<file path="src/rtl/store_buffer.sv">
// Posted-write store buffer between the MEM-stage load/store path and DataMem.
// Buffers stores in a FIFO, drains them in load-free cycles, forwards to loads.
module store_buffer #(
    parameter int DEPTH = 4,
    parameter int AW    = 16,
    parameter int DW    = 16
) (
    input  logic                   clk,
    input  logic                   rst,
    input  logic [AW-1:0]          cpu_addr,
    input  logic [DW-1:0]          cpu_wdata,
    input  logic                   cpu_write,
    input  logic                   cpu_read,
    input  logic                   fence,
    output logic [DW-1:0]          cpu_rdata,
    output logic                   cpu_stall,
    output logic                   empty,
    output logic [$clog2(DEPTH):0] count,
    output logic [AW-1:0]          mem_access_addr,
    output logic [DW-1:0]          mem_write_data,
    output logic                   mem_write_en,
    output logic                   mem_read,
    input  logic [DW-1:0]          mem_read_data
);

    localparam int PW = $clog2(DEPTH);
    localparam int CW = PW + 1;
    localparam logic [CW-1:0] FULL = CW'(DEPTH);

    logic [AW-1:0] addr_q [DEPTH];
    logic [DW-1:0] data_q [DEPTH];
    logic [PW-1:0] head_q, head_d;
    logic [PW-1:0] tail_q, tail_d;
    logic [CW-1:0] count_q, count_d;

    logic          blocked;
    logic          load;
    logic          drain;
    logic          enq;
    logic          hit;
    logic [DW-1:0] hit_data;
    logic [PW-1:0] fwd_idx;

    // A pending fence holds off every CPU request until the buffer is empty.
    // Drain is suppressed under reset so discarded entries never reach DataMem.
    assign blocked = fence & (count_q != '0);
    assign load    = cpu_read & ~blocked;
    assign drain   = ~rst & ~load & (count_q != '0);
    assign enq     = cpu_write & ~cpu_read & (count_q != FULL) & ~blocked;

    assign cpu_stall = (cpu_write & (count_q == FULL))
                     | (cpu_read & cpu_write)
                     | ((cpu_read | cpu_write) & fence & (count_q != '0));
    assign empty = (count_q == '0);
    assign count = count_q;

    // Scan oldest to youngest so the youngest matching entry wins.
    always_comb begin
        hit      = 1'b0;
        hit_data = '0;
        fwd_idx  = '0;
        for (int k = 0; k < DEPTH; k++) begin
            fwd_idx = head_q + PW'(k);
            if (CW'(k) < count_q && addr_q[fwd_idx] == cpu_addr) begin
                hit      = 1'b1;
                hit_data = data_q[fwd_idx];
            end
        end
    end

    // DataMem port arbitration: load first, then drain, else idle.
    always_comb begin
        cpu_rdata       = '0;
        mem_access_addr = '0;
        mem_write_data  = '0;
        mem_write_en    = 1'b0;
        mem_read        = 1'b0;
        if (load) begin
            if (hit) begin
                cpu_rdata = hit_data;
            end else begin
                mem_access_addr = cpu_addr;
                mem_read        = 1'b1;
                cpu_rdata       = mem_read_data;
            end
        end else if (drain) begin
            mem_access_addr = addr_q[head_q];
            mem_write_data  = data_q[head_q];
            mem_write_en    = 1'b1;
        end
    end

    // Next-state pointers and occupancy.
    always_comb begin
        head_d  = head_q + PW'(drain);
        tail_d  = tail_q + PW'(enq);
        count_d = count_q;
        if (enq && !drain) begin
            count_d = count_q + CW'(1);
        end else if (drain && !enq) begin
            count_d = count_q - CW'(1);
        end
    end

    // Pointer and count registers; reset discards all pending stores.
    always_ff @(posedge clk) begin
        if (rst) begin
            head_q  <= '0;
            tail_q  <= '0;
            count_q <= '0;
        end else begin
            head_q  <= head_d;
            tail_q  <= tail_d;
            count_q <= count_d;
        end
    end

    // Entry storage; validity is implied by head and count.
    always_ff @(posedge clk) begin
        if (enq) begin
            addr_q[tail_q] <= cpu_addr;
            data_q[tail_q] <= cpu_wdata;
        end
    end

endmodule

</file>
<file path="config.mk">
export PLATFORM = sky130hd
export DESIGN_NAME = store_buffer
export DESIGN_NICKNAME = d
export VERILOG_FILES = /design/src/rtl/store_buffer.sv
export SDC_FILE = /design/constraint.sdc
export NUM_CORES = 1
export LEC_CHECK = 0
export BUFFER_PORTS_ARGS = -buffer_cell sky130_fd_sc_hd__buf_2
export CORE_ASPECT_RATIO = 2
export CORE_UTILIZATION = 40
export DETAILED_ROUTE_END_ITERATION = 6
export REMOVE_ABC_BUFFERS = 1
export SLEW_MARGIN = 20
export SYNTH_ARGS = -nofsm -noshare
export SYNTH_HDL_FRONTEND = slang
export SYNTH_SLANG_ARGS = --single-unit
</file>
<file path="constraint.sdc">
create_clock -name clk -period 7.5 [get_ports clk]
set_input_delay 2.25 -clock clk [delete_from_list [all_inputs] [get_ports clk]]
set_output_delay 2.25 -clock clk [all_outputs]
set_load 0.05 [all_outputs]
</file>
==> results.sh <==
export IMPL_drtIter0Drc=577
export IMPL_path_delay_family="compound AO/OA/AOI/OAI gates"
export IMPL_hold_violations=0
export IMPL_via_per_inst=6.14
export IMPL_period_share_pct=98.1
export IMPL_die_w_um=112
export IMPL_holdWs_ns=0.599
export IMPL_drive_above_1_share_pct=25.4
export IMPL_fin_area_um2=11200
export IMPL_cts_hold_buf=0
export IMPL_internal_power_mw=1.79
export IMPL_syn2layout_area_growth_pct=14.8
export IMPL_ir_worst_vdd_mv=0.131
export IMPL_p_per_area_nw_per_um2=269
export IMPL_first_pass_iters=5
export IMPL_crit_required_ns=5.25
export IMPL_status="complete, no violations"
export IMPL_startpoint="cpu_addr[9]"
export IMPL_synth_simple_gate_area_share_pct=13.4
export IMPL_clock_latency_ns=0.43
export IMPL_hold_class="reg -> reg"
export IMPL_slew_headroom_pct=25.2
export IMPL_p_sw_share_pct=40.5
export IMPL_clk_pin_slew_ns=0.06
export IMPL_clkSinkCount=135
export IMPL_ys_seq_area_share_pct=40.8
export IMPL_synth_xor_area_share_pct=5.47
export IMPL_p_sw_mw=1.22
export IMPL_crit_top_cell="buf_2"
export IMPL_initial_utilization_pct=40.8
export IMPL_crit_buf_inv=3
export IMPL_worstMarginPinSlew_ns=1.12
export IMPL_layout_common_cells="edfxtp_1, buf_2, mux2i_1, nor2_1, xnor2_1"
export IMPL_grt_pass1_wl_um=43500
export IMPL_hpwl_um=20600
export IMPL_end_kind="primary output"
export IMPL_min_from="tail_q[1]"
export IMPL_synth_top_family_by_area="multiplexers"
export IMPL_synth_seq_cells=135
export IMPL_yosys_mux_area_fraction_pct=20.9
export IMPL_clock_skew_ns=0.00897
export IMPL_layout_nets=1028
export IMPL_cap_violations=0
export IMPL_route_vias_total=7778
export IMPL_final_common_cell="edfxtp_1"
export IMPL_wl_um=28800
export IMPL_ant_nets=0
export IMPL_cp_max_fo=14
export IMPL_crit_path_cell_trace="buf_2, o22ai_1, a2111oi_0, nand4bb_1, or4_1, o21a_1, a221oi_1, buf_4, nor2_1, buf_2"
export IMPL_yosys_warnings=0
export IMPL_grt_ovfl_total=0
export IMPL_path_class="in -> out"
export IMPL_pwr_share_comb_pct=41.6
export IMPL_track_usage_pct=23.6
export IMPL_port_buffers=107
export IMPL_p_leak_nw=3.72
export IMPL_place_congestion=0.983
export IMPL_antenna_found_initial=0
export IMPL_synthArstFlopShare_pct=0
export IMPL_critPathMaxStageDelay_ns=0.58
export IMPL_synth_main_ff_cell="edfxtp_1"
export IMPL_fmax_mhz=136
export IMPL_cts_root_buffer="clkbuf_16"
export IMPL_avgSynthCellArea_um2=11.1
export IMPL_h_tree_depth=4
export IMPL_numCtsBuffers=17
export IMPL_synth_distinct_cells=62
export IMPL_crit_arrival_ns=5.10
export IMPL_rsz0062_at_grt="false"
export IMPL_synth_edff_count=128
export IMPL_cp_start_kind="input pin"
export IMPL_grt_pass1_vias=7575
export IMPL_place_area_um2=10700
export IMPL_cts_tree="done"
export IMPL_die_area_um2=25100
export IMPL_seq_power_share_pct=32.3
export IMPL_core_area_um2=23900
export IMPL_fin_crit_ns=7.35
export IMPL_grt_start_max_net_pins=82
export IMPL_drv_slew=0
export IMPL_synthAdderAreaFrac_pct=0.897
export IMPL_r2r_start="count[1]"
export IMPL_num_antenna_cells=0
export IMPL_clk_path_buf_depth=2
export IMPL_die_h_um=223
export IMPL_cpMaxStageDelayCell="or4_1"
export IMPL_synth_compound_area_share_pct=13.7
export IMPL_drc=0
export IMPL_synth_cells=882
export IMPL_setup_violations=0
export IMPL_std_cell_rows=80
export IMPL_wl_per_cell_um=22.7
export IMPL_pwr_share_clk_pct=26.1
export IMPL_syn_area_um2=9770
export IMPL_ioPinCount=108
area by class of cell:
type                    instances  area [um^2]
flip-flops and latches        135         3990
inverters                      24         90.1
clock buffers                  21          440
well taps                     287          359
repair buffers                144          866
multi-input cells             646         5360
clock inverters                10          106
fillers                      2184        12700
kinds of logic (layout without fill, tap and decap cells):
logic type	Yosys count	in the layout
flip-flops	135	135
AO/OA/AOI/OAI	190	190
multiplexers	142	142
XOR/XNOR	61	61
adder cells (fa/ha/maj)	7	7
AND/OR/NAND/NOR	246	246
buffers and inverters	101	199
registers in the layout (all words and copies together) (netlist names):
name	count
addr_q	64
data_q	64
count	3
head_q	2
tail_q	2
power by group through the flow:
| stage | clock, mW | combinational, mW | sequential, mW |
|---|---|---|---|
| 4_1_cts | 0.799 | 1.25 | 0.974 |
| 3_3_place_gp | 0 | 1.24 | 0.985 |
| 2_1_floorplan | 0 | 0.861 | 1.03 |
| 6_report | 0.787 | 1.25 | 0.973 |
| 3_5_place_dp | 0 | 1.24 | 0.989 |
| 5_1_grt | 0.829 | 1.33 | 0.984 |
metrics by stage:
stage          setup TNS, ns  setup WS (ns)  cells  power [mW]  util, %
2_1_floorplan        -136.79          -3.56    805        1.90        -
3_3_place_gp               0          0.179   1236        2.23     44.5
3_5_place_dp               0          0.186   1236        2.23     44.5
4_1_cts                    0          0.184   1267        3.02     46.8
5_1_grt                    0         0.0826   1267        3.14     46.9
6_report                   0          0.145   1267        3.01     46.9
synthesized netlist by cell type (3+ instances only):
library cell	n	area, um^2
a2111oi_0	4	35.0
a211oi_1	46	345
a21oi_1	27	135
a221oi_1	5	43.8
a22o_1	11	96.3
a2bb2oi_1	3	26.3
and2_1	3	18.8
and3_1	5	31.3
and4_1	4	35.0
buf_1	13	48.8
buf_2	10	50.1
buf_4	10	75.1
buf_6	3	33.8
clkbuf_1	40	150
dfxtp_1	7	140
edfxtp_1	128	3840
ha_1	7	87.6
inv_1	24	90.1
mux2_2	24	270
mux2i_1	71	711
mux4_1	4	105
mux4_2	42	946
nand2_1	39	146
nand2b_1	3	18.8
nand3_1	7	35.0
nand4_1	12	75.1
nor2_1	55	206
nor2b_1	39	244
nor3_1	25	125
nor4_1	8	50.1
o2111ai_1	3	26.3
o21ai_0	40	200
o221ai_1	3	26.3
o22ai_1	3	18.8
o2bb2ai_1	7	61.3
o311ai_1	15	131
o31ai_1	5	37.5
or3_1	32	200
or4_1	3	22.5
xnor2_1	49	429
xor2_1	12	105
timing repair:
action,4_1_cts,5_1_grt
resized for setup,0,2
setup endpoints to repair,0,2
setup buffers,0,0
worst paths after layout:
path / endpoint / slack (ns) / cells past startpoint
worst max-delay path: cpu_rdata[14] / 0.15 / 10
worst min-delay path: tail_q[1] / 0.60 / 2
worst max register to register: count[2] / 4.45 / 11
worst min register to register: tail_q[1] / 0.60 / 2
worst reg2reg max path, stage by stage, from the launching register on:
cell and delay (ns):
dfxtp_1 0.47, inv_1 0.13, ha_1 0.24, nand2b_1 0.12
nand2_1 0.07, and2_1 0.20, nor3_2 0.15, inv_1 0.51
ha_1 0.50, mux2i_1 0.14, or3_1 0.31, a21oi_1 0.13
routing by layer:
layer / vias up / routed length (um) / global-route usage (%)
li1: 3615 / - / -
met1: 3797 / 10100 / 23.7
met2: 269 / 15700 / 44.0
met3: 97 / 1020 / 3.34
met4: 0 / 1990 / 16.7
met5: - / 0 / 0
Power figures use the tool's default switching activity.
